## config.mk

```make
export PLATFORM = sky130hd
export DESIGN_NAME = pwr_mgr_seq
export DESIGN_NICKNAME = d
export VERILOG_FILES = /design/src/rtl/pwr_mgr_seq_pkg.sv /design/src/rtl/pwr_mgr_seq_timer.sv /design/src/rtl/pwr_mgr_seq.sv
export SDC_FILE = /design/constraint.sdc
export NUM_CORES = 1
export LEC_CHECK = 0
export ABC_AREA = 1
export ABC_CLOCK_PERIOD_IN_PS = 3200
export BUFFER_PORTS_ARGS = -buffer_cell sky130_fd_sc_hd__buf_4
export CAP_MARGIN = 20
export CORE_MARGIN = 2
export CORE_UTILIZATION = 59
export CTS_CLUSTER_DIAMETER = 30
export DETAILED_ROUTE_END_ITERATION = 8
export MAX_ROUTING_LAYER = met4
export PLACE_DENSITY = 0.84
export SYNTH_ARGS = -nofsm -noshare
export SYNTH_HDL_FRONTEND = slang
export SYNTH_SLANG_ARGS = --single-unit
```

## constraint.sdc

```tcl
create_clock -name i_clk -period 3.2 [get_ports i_clk]
set_input_delay 0.48 -clock i_clk [delete_from_list [all_inputs] [get_ports i_clk]]
set_output_delay 0.48 -clock i_clk [all_outputs]
set_load 0.005 [all_outputs]
```

## src/rtl/pwr_mgr_seq_pkg.sv

```systemverilog
// Shared definitions for the power sequencer: state encodings (also used by the
// software status register map) and parameter helpers.
package pwr_mgr_seq_pkg;

  typedef enum logic [1:0] {
    ST_OFF   = 2'b00,
    ST_HOLD  = 2'b01,
    ST_RUN   = 2'b10,
    ST_DRAIN = 2'b11
  } pwr_state_e;

  function automatic int max3(input int a, input int b, input int c);
    int m;
    m = (a > b) ? a : b;
    return (m > c) ? m : c;
  endfunction

endpackage

```

## src/rtl/pwr_mgr_seq_timer.sv

```systemverilog
// Loadable down-counter that parks at zero; load wins over decrement.
module pwr_mgr_seq_timer #(
  parameter int W = 4
) (
  input  logic         i_clk,
  input  logic         i_reset,
  input  logic         i_load,
  input  logic [W-1:0] i_value,
  input  logic         i_dec,
  output logic         o_zero
);

  logic [W-1:0] r_count;

  always_ff @(posedge i_clk) begin
    if (i_reset) begin
      r_count <= '0;
    end else if (i_load) begin
      r_count <= i_value;
    end else if (i_dec && (r_count != '0)) begin
      r_count <= r_count - 1'b1;
    end
  end

  assign o_zero = (r_count == '0);

endmodule

```

## src/rtl/pwr_mgr_seq.sv

```systemverilog
// Power sequencer: holds the SoC in reset until a masked wake, stretches reset,
// runs, drains on poweroff and returns to OFF behind a wake cooldown.
//   state    | meaning
//   ST_OFF   | SoC in reset, pads idle, cooldown running, waiting for wake
//   ST_HOLD  | wake accepted, soc_resetn stretched low for RESET_HOLD_CYCLES
//   ST_RUN   | SoC live, pads follow SoC
//   ST_DRAIN | poweroff requested, waiting for soc_idle or drain timeout
module pwr_mgr_seq
  import pwr_mgr_seq_pkg::*;
#(
  parameter int                   NUM_WAKE          = 2,
  parameter logic [NUM_WAKE-1:0]  WAKE_MASK         = 2'b01,
  parameter int                   NUM_GATED         = 2,
  parameter logic [NUM_GATED-1:0] GATE_IDLE         = 2'b11,
  parameter int                   RESET_HOLD_CYCLES = 4,
  parameter int                   DRAIN_CYCLES      = 16,
  parameter int                   COOLDOWN_CYCLES   = 8,
  parameter int                   BOOT_CNT_W        = 8
) (
  input  logic                  i_clk,
  input  logic                  i_reset,
  input  logic [NUM_WAKE-1:0]   i_wake_req,
  input  logic                  i_poweroff_rq,
  input  logic                  i_soc_idle,
  input  logic [NUM_GATED-1:0]  i_soc_out,
  output logic [NUM_GATED-1:0]  o_pad_out,
  output logic                  o_soc_resetn,
  output logic [1:0]            o_state,
  output logic [NUM_WAKE-1:0]   o_wake_cause,
  output logic [BOOT_CNT_W-1:0] o_boot_count
);

  localparam int TW = $clog2(max3(RESET_HOLD_CYCLES, DRAIN_CYCLES, COOLDOWN_CYCLES) + 1);
  localparam logic [TW-1:0] HOLD_LOAD  = TW'(RESET_HOLD_CYCLES - 1);
  localparam logic [TW-1:0] DRAIN_LOAD = TW'((DRAIN_CYCLES == 0) ? 0 : DRAIN_CYCLES - 1);
  localparam logic [TW-1:0] CD_LOAD    = TW'(COOLDOWN_CYCLES);

  pwr_state_e            r_state;
  pwr_state_e            w_state_nxt;
  logic                  r_soc_resetn;
  logic                  w_resetn_nxt;
  logic [NUM_WAKE-1:0]   r_wake_cause;
  logic [BOOT_CNT_W-1:0] r_boot_count;

  logic [NUM_WAKE-1:0]   w_wake_masked;
  logic                  w_tmr_load;
  logic [TW-1:0]         w_tmr_val;
  logic                  w_tmr_dec;
  logic                  w_tmr_zero;
  logic                  w_cd_load;
  logic                  w_cd_dec;
  logic                  w_cd_zero;
  logic                  w_cause_load;
  logic                  w_boot_inc;

  assign w_wake_masked = i_wake_req & WAKE_MASK;
  assign w_tmr_dec     = (r_state == ST_HOLD) || (r_state == ST_DRAIN);
  assign w_cd_dec      = (r_state == ST_OFF);

  // One timer serves both HOLD and DRAIN since they never overlap.
  pwr_mgr_seq_timer #(.W(TW)) u_phase_tmr (
    .i_clk   (i_clk),
    .i_reset (i_reset),
    .i_load  (w_tmr_load),
    .i_value (w_tmr_val),
    .i_dec   (w_tmr_dec),
    .o_zero  (w_tmr_zero)
  );

  pwr_mgr_seq_timer #(.W(TW)) u_cooldown_tmr (
    .i_clk   (i_clk),
    .i_reset (i_reset),
    .i_load  (w_cd_load),
    .i_value (CD_LOAD),
    .i_dec   (w_cd_dec),
    .o_zero  (w_cd_zero)
  );

  always_ff @(posedge i_clk) begin
    if (i_reset) begin
      r_state      <= ST_OFF;
      r_soc_resetn <= 1'b0;
      r_wake_cause <= '0;
      r_boot_count <= '0;
    end else begin
      r_state      <= w_state_nxt;
      r_soc_resetn <= w_resetn_nxt;
      if (w_cause_load) begin
        r_wake_cause <= w_wake_masked;
      end
      if (w_boot_inc && (r_boot_count != {BOOT_CNT_W{1'b1}})) begin
        r_boot_count <= r_boot_count + 1'b1;
      end
    end
  end

  always_comb begin
    w_state_nxt  = r_state;
    w_resetn_nxt = r_soc_resetn;
    w_tmr_load   = 1'b0;
    w_tmr_val    = HOLD_LOAD;
    w_cd_load    = 1'b0;
    w_cause_load = 1'b0;
    w_boot_inc   = 1'b0;
    case (r_state)
      ST_OFF: begin
        w_resetn_nxt = 1'b0;
        if (w_cd_zero && (|w_wake_masked)) begin
          w_state_nxt  = ST_HOLD;
          w_tmr_load   = 1'b1;
          w_tmr_val    = HOLD_LOAD;
          w_cause_load = 1'b1;
        end
      end
      ST_HOLD: begin
        w_resetn_nxt = 1'b0;
        if (w_tmr_zero) begin
          w_state_nxt  = ST_RUN;
          w_resetn_nxt = 1'b1;
          w_boot_inc   = 1'b1;
        end
      end
      ST_RUN: begin
        w_resetn_nxt = 1'b1;
        if (i_poweroff_rq) begin
          if (DRAIN_CYCLES == 0) begin
            w_state_nxt  = ST_OFF;
            w_resetn_nxt = 1'b0;
            w_cd_load    = 1'b1;
          end else begin
            w_state_nxt = ST_DRAIN;
            w_tmr_load  = 1'b1;
            w_tmr_val   = DRAIN_LOAD;
          end
        end
      end
      ST_DRAIN: begin
        w_resetn_nxt = 1'b1;
        if (i_soc_idle || w_tmr_zero) begin
          w_state_nxt  = ST_OFF;
          w_resetn_nxt = 1'b0;
          w_cd_load    = 1'b1;
        end
      end
      default: begin
        w_state_nxt  = ST_OFF;
        w_resetn_nxt = 1'b0;
      end
    endcase
  end

  // Pads are the only combinational outputs: SoC drives them only while live.
  assign o_pad_out    = ((r_state == ST_RUN) || (r_state == ST_DRAIN)) ? i_soc_out : GATE_IDLE;
  assign o_soc_resetn = r_soc_resetn;
  assign o_state      = r_state;
  assign o_wake_cause = r_wake_cause;
  assign o_boot_count = r_boot_count;

endmodule

```

Yosys cells after proc, flatten, opt, wreduce, memory -nomap -nowiden
Cells that the tools add are included.
{"block": "totals", "rom_bits": 0, "in_bits": 8, "regBits": 22, "memories": 0, "word_cells": 56, "mem_bits_rw": 0, "latchBits": 0}
{"block": "classes", "bitwise": 0, "order_cmp": 0, "n_eq_ne": 8, "reduce_logical": 16, "muxes": 22, "n_shift": 0, "n_addsub": 3, "multipliers": 0, "div": 0}
{"op": "$mux 4", "n": 4}
{"op": "$logic_not 5->1", "n": 2}
{"op": "$mux 2", "n": 5}
{"op": "$mux 5", "n": 2}
{"op": "$reduce_bool 5->1", "n": 2}
{"op": "$sub 5x1->5 const B", "n": 2}
{"op": "$add 8x1->8 const B", "n": 1}
{"op": "$mux 1", "n": 8}
{"op": "$ne 8x8->1 const B", "n": 1}
{"op": "$pmux 2 s4", "n": 1}
{"op": "$ne 2x2->1 const B", "n": 3}
{"op": "$eq 2x2->1 const B", "n": 2}
{"op": "$logic_and 1x1->1", "n": 4}
{"op": "$pmux 1 s4", "n": 1}
{"op": "$reduce_and 4->1", "n": 1}
{"op": "$reduce_bool 2->1", "n": 2}
{"op": "$logic_or 1x1->1", "n": 3}
{"op": "$eq 2x1->1 const B", "n": 1}
{"op": "$logic_not 2->1", "n": 1}
{"op": "$ne 2x1->1 const B", "n": 1}
{"op": "$pmux 1 s2", "n": 1}
{"op": "$reduce_or 2->1", "n": 1}

Longest topological paths before layout
{"block": "depth", "ltp_word": 5, "mapped_depth": 10, "depth_no_buf": 10}

Cells and area by module
From an unflattened synthesis, not the netlist that was laid out.
{"block": "unflattened", "cells_unflattened": 228, "area_unflattened_um2": 1453.9}
{"module": "pwr_mgr_seq", "cells_per_inst": 112, "area_per_inst_um2": 758.2, "instances": 1}
{"module": "pwr_mgr_seq_timer", "cells_per_inst": 58, "area_per_inst_um2": 347.8, "instances": 2}

Worst setup path after synthesis
Ideal clock, no wire load.
{"block": "synth_timing", "path_type": "register -> register", "from": "register r_state[1] (netlist: o_state[1])", "to": "register u_phase_tmr.r_count[3]", "setup_slack_ps": 1805, "setup_ps": 64, "stages_incl_launch_ff": 11, "arrival_ps": 1332, "cell_sequence": "dfxtp_1 inv_1 ha_1 or2_2 nand2_2 inv_1 nand2_1 nand2_1 nand2_1 nand2_1 nor2_1"}
{"block": "synth_between", "elab_chain_len": 4, "word_cells_on_any_way": 10, "cone_classes": "eq/ne (3); mux (3); reduce/logical (4)"}
{"element": "from (decl)", "line": "pwr_mgr_seq.sv:38", "text": "pwr_state_e r_state;"}
{"element": "from (signal assigned)", "line": "pwr_mgr_seq.sv:86", "text": "r_state <= w_state_nxt;"}
{"element": "branches (longest 4 deep; another with $mux 5)"}
{"element": "to (signal assigned)", "line": "pwr_mgr_seq_timer.sv:19", "text": "r_count <= i_value;"}
{"element": "to (signal assigned)", "line": "pwr_mgr_seq_timer.sv:21", "text": "r_count <= r_count - 1'b1;"}
{"element": "to (decl)", "line": "pwr_mgr_seq_timer.sv:13", "text": "logic [W-1:0] r_count;"}
Parallel ways; which one is timed is not known.
A chain may end at the register's enable or synchronous reset.

Final worst setup path
{"block": "layout_timing", "from": "register r_state[0] (netlist: o_state[0])", "to": "output o_pad_out[0]"}
{"block": "layout_between", "elab_chain_len": 3, "word_cells_on_any_way": 4, "cone_classes": "eq/ne (2); mux (1); reduce/logical (1)"}
{"element": "$eq 2x2->1", "line": "pwr_mgr_seq.sv:153", "text": "assign o_pad_out = ((r_state == ST_RUN) || (r_state == ST_DRAIN)) ? i_soc_out : GATE_IDLE;"}
{"element": "$logic_or 1x1->1 (*)", "line": "pwr_mgr_seq.sv:153"}
{"element": "$mux 2 (*)", "line": "pwr_mgr_seq.sv:153"}
{"element": "to (decl)", "line": "pwr_mgr_seq.sv:26", "text": "output logic [NUM_GATED-1:0] o_pad_out,"}
Mark *: on every way between the ends. The rest lies on a longest branch, timed or not.

==> summary.md <==
| Metric | Value |
|---|---|
| CP Capture Type | `output port` |
| Net Sw Frac | `43.2%` |
| FMAX | `0.530 GHz` |
| Leakage | `0.732 nW` |
| Cts hold-fix bufs | `0` |
| DRC violation total after the first TritonRoute iteration | `39` |
| Residual DRC count | `0` |
| Status | `finished, final reports clean` |
| Pint | `0.000753 W` |
| Root buffer cell | `clkbuf_4` |
| Placement Rows | `16` |
| All-layer global routing usage | `23.3%` |
| Pwr/cell area | `870 nW/um^2` |
| Max-slew violation count | `0` |
| Syn. warnings | `0` |
| Crit path kind | `flop to output port` |
| Distinct cells, synth | `28` |
| Final setup fails | `0` |
| Register bit total from synthesis | `22` |
| Post-Syn Nets | `207` |
| Top post-synthesis cells by area | `dfxtp_1, nand2_1, inv_1` |
| Gate power share | `52.7%` |
| Post-synth EDFFs | `0` |
| Post-CTS Setup Inserts | `0` |
| Synth Area in Simple Gates | `35.5%` |
| Synth Cell Area | `1300 sq um` |
| Worst r2r src | `o_state[1]` |
| Mean routed wirelength per cell | `10.9 um` |
| Post-synth top cells | `nand2_1, inv_1, dfxtp_1, nor2_1` |
| Final hold viol count | `0` |
| DR vias | `1237` |
| Peak VDD IR | `0.000742 V` |
| CTS resizes | `0` |
| Sequential area share after synthesis | `33.9%` |
| Top-area cell type share of the netlist area | `33.9%` |
| Setup TNS | `0 ns` |
| Fin crit period | `1.89 ns` |
| Port bufs | `20` |
| Antenna-violating nets left | `0` |
| Share of cells above drive strength 1 | `15.9%` |
| Post-synthesis mux area share | `0%` |
| Worst EP arrival | `1.41 ns` |
| RePlAce Congestion | `0.821` |
| Max Cap Viol | `0` |
| HP Start | `i_reset` |
| CTS buffer count | `3` |
| Worst Reg-to-Reg Cells | `10` |
| Flop pwr share | `31.3%` |
| Compound-cell area share of the yosys netlist | `9.73%` |
| N_diodes | `0` |
| CTS Buffer Depth | `2` |
| RSZ-0062 raised after global routing | `no` |
| IO Count | `23` |
| Post-Place Cells | `237` |
| Gate Count Post-Synth | `192` |
| Clock slew seen by the registers of the worst setup and hold paths | `0.13 ns` |
| CP max-delay cell | `dfxtp_1` |
| Reg2reg end | `u_phase_tmr.r_count[3]` |
| Xor/xnor share of the synthesized area | `4.05%` |
| Reg2reg setup slack | `1.64 ns` |
| Worst Path Buf+Inv | `2` |
| Post-synthesis async set-or-reset flop share | `0%` |
| Area delta synth->final | `17.3%` |
| Starting Density | `64.2%` |
| CTS tree | `yes` |
| Final std cells w/o fill | `241` |
| Worst hold path type | `input pin to flop` |
| Worst EP required | `2.72 ns` |
| Die H | `50.9 um` |
| Clk_skew | `0.0133 ns` |
| Chip width | `50.9 um` |
| Yosys top cell by area | `dfxtp_1` |
| Delay-heaviest family, CP | `flip-flops` |
| Largest family of logic cells by synthesized area | `simple AND/OR/NAND/NOR gates` |
| Clock power share | `16.1%` |
| Worst skew pair latency | `0.31 ns` |
| Hold path endpoint | `o_boot_count[5]` |
| Psw | `0.000573 W` |
| Layout Nets | `230` |
| CP peak stage delay | `0.43 ns` |
| Worst Setup Start Kind | `flop` |
| Sink Count | `22` |
| CP Max Fanout | `5` |
| Initial antenna violation count | `0` |
| Synth Flop Type | `dfxtp_1` |
| Pre-Repair DR Iteration Count | `4` |
| Crit share post-route | `58.9%` |
| Grt ovf | `0` |
| Core area | `2020 sq um` |
| Die area | `2590 sq um` |
| WHS Path Cells | `2` |
| Adder-cell share of the synthesized area | `6.74%` |
| Syn_area_per_cell | `6.76 sq um` |
| First-pass GRT wire length | `4600 um` |
| Largest net degree at the start of global routing | `14` |
| CP cell instances | `inv_1 > ha_1 > o21bai_1 > buf_4` |
| Top-count cell post-synth | `nand2_1` |
| Via/cell ratio | `5.13` |
| CTS H-tree depth | `1` |
| Post-DP HPWL | `2000 um` |
| Vias in the first global route | `1107` |
| Final WL | `2620 um` |
==> worst max-delay path by stage <==
| stage | startpoint | end | slack (ns) | depth (start not counted) |
|---|---|---|---|---|
| 2_1_floorplan | o_state[1] | u_phase_tmr.r_count[3] | 1.80 | 10 |
| 3_3_place_gp | o_state[1] | u_phase_tmr.r_count[3] | 1.73 | 10 |
| 3_5_place_dp | o_state[0] | o_pad_out[0] | 1.67 | 4 |
| 4_1_cts | o_state[0] | o_pad_out[0] | 1.32 | 4 |
| 5_1_grt | o_state[0] | o_pad_out[0] | 1.22 | 4 |
| 6_report | o_state[0] | o_pad_out[0] | 1.31 | 4 |
==> layer usage <==
layer / up-vias / wire (um) / track usage (%)
met5: - / 0 / -
met4: 0 / 23 / 5.41
li1: 646 / - / -
met3: 4 / 68 / 2.63
met1: 565 / 1220 / 27.5
met2: 22 / 1310 / 42.2
==> cell families (layout without fill, tap and decap cells) <==
family	count (synthesis)	count (layout)
buffers and inverters	32	54
AOI/OAI and AO/OA	23	23
other	1	1
xor gates and xnor gates	6	6
and+or+nand+nor	101	101
DFF	22	22
adders and majority gates	7	7
==> final cells by class <==
class,instances,area [sq um]
Multi-Input combinational cell,138,732
Inverter,30,115
Timing Repair Buffer,20,150
Fill cell,166,498
Clock buffer,3,22.5
Clock inverter,1,30.0
Sequential cell,22,440
Tap cell,27,33.8
==> metrics by stage <==
stage | cell area (sq um) | utilization, % | hold slack, ns | total power (W) | setup WS, ns
2_1_floorplan | 1300 | - | 0.441 | 0.000945 | 1.80
3_3_place_gp | 1470 | 72.8 | 0.438 | 0.00108 | 1.73
3_5_place_dp | 1470 | 72.8 | 0.453 | 0.00111 | 1.67
4_1_cts | 1520 | 75.4 | 0.393 | 0.00133 | 1.32
5_1_grt | 1520 | 75.4 | 0.400 | 0.00146 | 1.22
6_report | 1520 | 75.4 | 0.401 | 0.00133 | 1.31
==> sequential cells by signal (all words and copies together), names as in the netlist <==
| name | count |
|---|---|
| o_boot_count | 8 |
| u_cooldown_tmr.r_count | 5 |
| u_phase_tmr.r_count | 5 |
| o_state | 2 |
| o_soc_resetn | 1 |
| o_wake_cause | 1 |
==> cell usage in the layout, fill, tap and decap left out, types with 2 or more instances in the layout <==
cell / instances
dfxtp_1: 22
o21bai_1: 2
buf_4: 20
nand2_1: 48
nand3_1: 12
inv_1: 29
xor2_1: 5
or2_2: 2
nand4_1: 7
clkbuf_4: 3
ha_1: 7
a21oi_1: 12
nor3_1: 2
nor2_2: 2
nor2_1: 22
o21ai_0: 6
==> power by group through the flow <==
stage               sequential [W]  combinational, W  clock [W]
detailed placement        0.000419          0.000691          0
global placement          0.000413          0.000662          0
CTS                       0.000413          0.000698   0.000217
floorplan                 0.000408          0.000538          0
global route              0.000426          0.000807   0.000225
finish                    0.000415          0.000698   0.000213
Note: power is estimated with default switching activity, not from simulation.
